## src/rtl/fast_subtractor.sv

```systemverilog
// fast_subtractor
//   Registered two's-complement subtractor, S = A - B, formed as A + ~B + 1
//   with a two-level carry-lookahead adder (4-bit groups, lookahead across
//   groups), so no carry ripples through more than one 4-bit block.
//
// Ports
//   clk : clock, all registers update on the rising edge
//   rst : synchronous active-high reset, clears S/C/V
//   A   : minuend   [WIDTH-1:0]
//   B   : subtrahend [WIDTH-1:0]
//   S   : registered difference modulo 2^WIDTH
//   C   : registered carry-out (1 = no borrow, unsigned A >= B)
//   V   : registered signed overflow of A - B
module fast_subtractor #(
   parameter int WIDTH = 32
) (
   input  logic             clk,
   input  logic             rst,
   input  logic [WIDTH-1:0] A,
   input  logic [WIDTH-1:0] B,
   output logic [WIDTH-1:0] S,
   output logic             C,
   output logic             V
);

   localparam int NG = WIDTH / 4;

   logic [WIDTH-1:0] b_n;
   logic [WIDTH-1:0] g;
   logic [WIDTH-1:0] p;
   logic [NG-1:0]    grp_g;
   logic [NG-1:0]    grp_p;
   logic [NG:0]      grp_c;
   logic [WIDTH:0]   c;

   logic [WIDTH-1:0] s_d, s_q;
   logic             c_d, c_q;
   logic             v_d, v_q;

   // Per-bit generate/propagate and 4-bit group generate/propagate.
   always_comb begin
      b_n = ~B;
      g   = A & b_n;
      p   = A | b_n;
      grp_g = '0;
      grp_p = '0;
      for (int unsigned k = 0; k < NG; k++) begin
         grp_g[k] = g[4*k+3]
                  | (p[4*k+3] & g[4*k+2])
                  | (p[4*k+3] & p[4*k+2] & g[4*k+1])
                  | (p[4*k+3] & p[4*k+2] & p[4*k+1] & g[4*k]);
         grp_p[k] = p[4*k+3] & p[4*k+2] & p[4*k+1] & p[4*k];
      end
   end

   // Second-level lookahead: each group carry-in is the flattened sum of
   // products over all lower groups plus the carry-in of 1, rather than a
   // chain through the neighbouring group.
   always_comb begin
      logic term;
      grp_c = '0;
      for (int unsigned k = 0; k <= NG; k++) begin
         // carry-in of 1 propagated through groups 0..k-1
         term = 1'b1;
         for (int unsigned m = 0; m < k; m++) begin
            term = term & grp_p[m];
         end
         grp_c[k] = term;
         // group j generates, groups j+1..k-1 propagate
         for (int unsigned j = 0; j < k; j++) begin
            term = grp_g[j];
            for (int unsigned m = j + 1; m < k; m++) begin
               term = term & grp_p[m];
            end
            grp_c[k] = grp_c[k] | term;
         end
      end
   end

   // Bit carries inside each group come straight from the group carry-in.
   always_comb begin
      c = '0;
      for (int unsigned k = 0; k < NG; k++) begin
         c[4*k]   = grp_c[k];
         c[4*k+1] = g[4*k] | (p[4*k] & grp_c[k]);
         c[4*k+2] = g[4*k+1]
                  | (p[4*k+1] & g[4*k])
                  | (p[4*k+1] & p[4*k] & grp_c[k]);
         c[4*k+3] = g[4*k+2]
                  | (p[4*k+2] & g[4*k+1])
                  | (p[4*k+2] & p[4*k+1] & g[4*k])
                  | (p[4*k+2] & p[4*k+1] & p[4*k] & grp_c[k]);
      end
      c[WIDTH] = grp_c[NG];
   end

   always_comb begin
      s_d = A ^ b_n ^ c[WIDTH-1:0];
      c_d = c[WIDTH];
      v_d = (A[WIDTH-1] ^ B[WIDTH-1]) & (s_d[WIDTH-1] ^ A[WIDTH-1]);
   end

   always_ff @(posedge clk) begin
      if (rst) begin
         s_q <= '0;
         c_q <= 1'b0;
         v_q <= 1'b0;
      end else begin
         s_q <= s_d;
         c_q <= c_d;
         v_q <= v_d;
      end
   end

   assign S = s_q;
   assign C = c_q;
   assign V = v_q;

endmodule

```

## config.mk

```make
export PLATFORM = sky130hd
export DESIGN_NAME = fast_subtractor
export DESIGN_NICKNAME = d
export VERILOG_FILES = /design/src/rtl/fast_subtractor.sv
export SDC_FILE = /design/constraint.sdc
export NUM_CORES = 1
export LEC_CHECK = 0
export CAP_MARGIN = 5
export CORE_MARGIN = 4
export CORE_UTILIZATION = 42
export DETAILED_ROUTE_END_ITERATION = 10
export PLACE_DENSITY = 0.89
export SYNTH_ARGS = -nofsm -noshare
export SYNTH_HDL_FRONTEND = slang
export SYNTH_SLANG_ARGS = --single-unit
```

## constraint.sdc

```tcl
create_clock -name clk -period 3.15 [get_ports clk]
set_input_delay 0.315 -clock clk [delete_from_list [all_inputs] [get_ports clk]]
set_output_delay 0.315 -clock clk [all_outputs]
set_load 0.01 [all_outputs]
```

Yosys cells after proc, flatten, opt, wreduce, memory -nomap -nowiden
Cells that the tools add are included.
{"block": "op_classes", "bitwise_logic": 268}
{"operator": "bitwise AND 1 bit", "count": 153}
{"operator": "OR 1 bit", "count": 108}
{"operator": "bitwise XOR 32 bit", "count": 2}
{"operator": "bitwise AND 32 bit", "count": 1}
{"operator": "inverter 32 bit", "count": 1}
{"operator": "OR 32 bit", "count": 1}
{"operator": "bitwise XOR 1 bit", "count": 2}
{"block": "word_totals", "out_inout_bits": 34, "register_bits": 34, "elab_cells": 271}

Logic depth before layout (Yosys ltp)
Gate-level depths: netlist of run 1.
{"block": "logic_depth", "ltp_word": 24, "depth_mapped": 13, "mapped_depth_nobuf": 12}

Worst setup path before layout of run 1
No wires, ideal clock.
{"block": "synth_timing", "path_kind": "input-to-reg", "start": "in A[14]", "end": "reg s_q[29], in the netlist S[29]", "path_stages": 13, "t_arrival_ns": 2.815, "required_time_ns": 3.022, "path_slack_ns": 0.207, "n_path_buf": 1, "cell_sequence": "inv_1 -> ha_1 -> or4_4 -> nor4_2 -> nand3_1 -> and4b_1 -> buf_6 -> a211o_1 -> a21oi_2 -> a21boi_1 -> fa_1 -> xor2_1 -> nor2_1"}
{"block": "synth_between", "elab_chain_cells": 18, "elab_cells_between_ends": 40, "classes_between": "bitwise: 40"}
{"element": "from (decl)", "line_no": "19", "text": "input logic [WIDTH-1:0] A,"}
{"element": "OR 32 bit", "line_no": "44", "text": "p = A | b_n;"}
{"element": "bitwise AND 1 bit", "line_no": "50, 51, 52"}
{"element": "bitwise AND 1 bit", "line_no": "51, 52"}
{"element": "bitwise AND 1 bit", "line_no": "52", "text": "grp_p[k] = p[4*k+3] & p[4*k+2] & p[4*k+1] & p[4*k];"}
{"element": "bitwise AND 1 bit (on tied branches) (4 in series)", "line_no": "66, 73"}
{"element": "OR 1 bit (3 in series)", "line_no": "75", "text": "grp_c[k] = grp_c[k] | term;"}
{"element": "OR 1 bit * (4 in series)", "line_no": "75"}
{"element": "bitwise AND 1 bit *", "line_no": "85", "text": "c[4*k+1] = g[4*k] | (p[4*k] & grp_c[k]);"}
{"element": "OR 1 bit *", "line_no": "85"}
{"element": "bitwise XOR 32 bit *", "line_no": "98", "text": "s_d = A ^ b_n ^ c[WIDTH-1:0];"}
{"element": "to (signal assigned)", "line_no": "105", "text": "s_q <= '0;"}
{"element": "to (signal assigned)", "line_no": "109", "text": "s_q <= s_d;"}
{"element": "to (decl)", "line_no": "36", "text": "logic [WIDTH-1:0] s_d, s_q;"}
Every way passes the cells marked *; elsewhere a longest branch is shown, timed or not.
A chain may end at the register's enable or synchronous reset.

Worst setup path after layout of run 1
{"block": "layout_timing", "start": "in B[14]", "end": "reg s_q[28], in the netlist S[28]"}
{"block": "layout_between", "elab_chain_cells": 17, "elab_cells_between_ends": 39, "classes_between": "bitwise: 39"}
{"element": "from (decl)", "line_no": "20", "text": "input logic [WIDTH-1:0] B,"}
{"element": "inverter 32 bit *", "line_no": "42", "text": "b_n = ~B;"}
{"element": "OR 32 bit", "line_no": "44"}
{"element": "bitwise AND 1 bit", "line_no": "50, 51, 52"}
{"element": "bitwise AND 1 bit", "line_no": "51, 52"}
{"element": "bitwise AND 1 bit", "line_no": "52"}
{"element": "bitwise AND 1 bit (on tied branches) (4 in series)", "line_no": "66, 73"}
{"element": "OR 1 bit (3 in series)", "line_no": "75"}
{"element": "OR 1 bit * (4 in series)", "line_no": "75"}
{"element": "bitwise XOR 32 bit *", "line_no": "98"}
Marked as above.

==> reports/results.txt, run 1 <==
Drt pass-1 iters: 4
WL final: 7.46 mm
Critical setup path kind: input port to flop
Int Power: 0.000993 W
Area Growth Syn to Fin: 48.7%
Layout cells sized above 1: 10.6%
Final Wtd Congestion: 0.846
Fin util: 63.8%
Max_slew headroom: 54.0%
Leakage: 2.24 nW
Core Rows: 30
Root buf cell: clkbuf_8
DIE AREA: 8290 µm²
Ys async rst share: 0%
Largest area contributor in the netlist: ha_1
DP Cell Count: 542
Worst path slowest cell: fa_2
Min-Delay Path Class: input port to flop
Gate Count Post-Synth: 346
Final setup viols: 0
Sw Ratio: 31.4%
Hold Vio Cnt, Final: 0
Unique cell type count in the Yosys netlist: 45
Power per standard cell area: 336 nW/µm²
CTS tree: done
Die width: 91.1 µm
Comb power frac: 41.1%
Final non-filler cell total: 551
Top_reg_cell synth: dfxtp_1
DRC viols: 0
Total power: 0.00145 W
Clock power frac: 24.1%
Final Cycle Share: 97.4%
DP Area: 4130 µm²
Reg power frac: 34.8%
Hold Path Stages: 4
DRT antenna net count: 0
CTS H-tree depth: 2
Via count: 2706
Yosys warns: 0
Cell family contributing the most delay on the critical path: simple AND/OR/NAND/NOR gates
# port buffers: 99
Number of global-route vias before repair: 2873
Max_cap viols: 0
Mean Syn Cell Area: 8.38 µm²
EDFF count, synth: 0
Peak supply drop: 0.207 mV
Max-slew violations: 0
Clock Sinks: 34
TritonCTS Buffers: 5
CP Cell Sequence: clkdlybuf4s50_1 -> ha_2 -> or4_4 -> nor4_4 -> nand3_1 -> and4b_1 -> a211o_1 -> a21oi_2 -> a21boi_2 -> fa_2 -> nor2_1
Iter 0 DRT Violations: 73
Vias per inst: 4.91
CP max stage delay: 0.57 ns
Tmin final: 3.07 ns
Status: finished clean
Syn Nets: 483
Effective utilization at floorplan: 42.9%
Worst Path Required: 3.34 ns
Core box area: 6760 µm²
Reg clk slew, reported paths: 0.08 ns
Slew @ Worst Pin: 0.689 ns
Clock buffer depth: 2
Critical Path AT: 3.26 ns
Largest net degree at the start of global routing: 17
Hold Buf Count CTS: 0
Synth top area share: 27.6%
Top post-synthesis cells by area: ha_1 (28%), dfxtp_1 (23%), inv_1 (10%), nor2_1 (5.7%), fa_1 (4.8%)
Initial antenna violation count: 0
Hold wc startpoint: B[13]
First-pass GRT wire length: 12.2 mm
Max Fclk: 0.326 GHz
Startpoint types: input port
Unrepaired setup endpoints after global routing: no
GRT overflow: 0
Gr usage total: 17.8%
Post-DR wirelength/cell: 13.5 µm
Die height: 91.1 µm
Total Nets Final: 607
Register bit total from synthesis: 34
Crit end category: flop
# IOs: 100
Sequential-to-total area share from yosys stat: 23.5%
Synth Cell Area: 2900 µm²
Diode count: 0
WHS: 0.457 ns
Final instance area: 4310 µm²
Crit-path max FO: 3
Hold endpoint: S[13]$_SDFF_PP0_
WP buf/inv: 1
Sw Pwr: 0.000454 W
Dpl hpwl: 6.18 mm
-- layout by cell type, fill, tap and decap left out, drive strengths merged, types with 4 or more instances in the layout --
| master | instances |
|---|---|
| dfxtp | 34 |
| inv | 81 |
| nor2b | 7 |
| nor3 | 6 |
| a21oi | 24 |
| clkbuf | 7 |
| fa | 7 |
| xnor2 | 5 |
| dlymetal6s2s | 13 |
| xor2 | 15 |
| nand2 | 4 |
| clkdlybuf4s50 | 86 |
| o21ai | 5 |
| buf | 23 |
| nor2 | 44 |
| o21bai | 10 |
| ha | 64 |
-- layout make-up --
cell class	count	area, µm²
clock buffer	7	86.3
clock inverter	1	5.00
fill	565	2450
inverter	81	304
multi-input combinational	226	1940
sequential	34	681
tap	80	100
timing repair buffer	122	1200
-- power by group through the flow --
stage	Clock (W)	Combinational (W)	Sequential [W]
final	0.000348	0.000595	0.000504
after global routing	0.000374	0.000654	0.000510
after CTS	0.000358	0.000588	0.000504
after detailed placement	0	0.000582	0.000514
after global placement	0	0.000559	0.000514
after floorplan	0	0.000259	0.000544
-- through the flow --
step	setup TNS [ns]	setup WS, ns
after floorplan	0	0.207
after global placement	-2.28	-0.280
after detailed placement	-2.83	-0.323
after CTS	0	0.00344
after global routing	0	0.00358
final	0	0.0810
-- how the worst max path moves through the flow --
| stage | from | end | slack (ns) | depth (start not counted) |
|---|---|---|---|---|
| after global placement | A[14] | S[29]$_SDFF_PP0_ | -0.28 | 13 |
| after CTS | A[14] | S[29]$_SDFF_PP0_ | 0.003 | 13 |
| after floorplan | A[14] | S[29]$_SDFF_PP0_ | 0.21 | 13 |
| after global routing | B[14] | S[29]$_SDFF_PP0_ | 0.004 | 12 |
| final | B[14] | S[28]$_SDFF_PP0_ | 0.08 | 11 |
| after detailed placement | A[14] | S[29]$_SDFF_PP0_ | -0.32 | 13 |
-- layer usage --
layer  part of all wire [%]  GRT usage [%]  vias to the layer above
met5                      0              0                        -
met1                     37           17.7                     1255
met2                     52           33.4                       99
li1                       -              -                     1334
met3                    7.7           5.88                       18
met4                    2.7           7.41                        0
-- registers in the layout, indices dropped and copies added, names as in the netlist --
name  count
C         1
S        32
V         1
-- kinds of logic after synthesis --
logic type / after synthesis / synth area share [%]
compound gates: 58 / 13.4
xor+xnor: 20 / 6.04
fa+ha+maj: 71 / 32.5
buf+inv: 86 / 11.4
flops: 34 / 23.5
mux: 2 / 0.777
simple gates: 75 / 12.4
-- synth_stat cells, drive strengths merged (2+ instances only) --
master and n:
inv 81, ha 64, nor2 44, dfxtp 34, a21oi 24, xor2 15
o21bai 10, fa 7, nor2b 7, nor3 6, o21ai 5, xnor2 5
clkbuf 4, nand2 4, o31ai 3, or4 3, a211oi 2, a21boi 2
a31oi 2, mux2 2, nand2b 2, o21ba 2, o22ai 2, or3 2
-- what timing repair did --
item                       CTS  global route
setup endpoints to repair    1            10
gates resized for setup      0            27
pin swaps                    2             9
setup buffers                1             0
No activity file was read; power rests on OpenSTA's default activity.
==> run 2: changes to the inputs <==
- ABC_AREA: unset -> 0
==> results of run 2 <==
Final layout, timing and power as in run 1 (identical DEF).
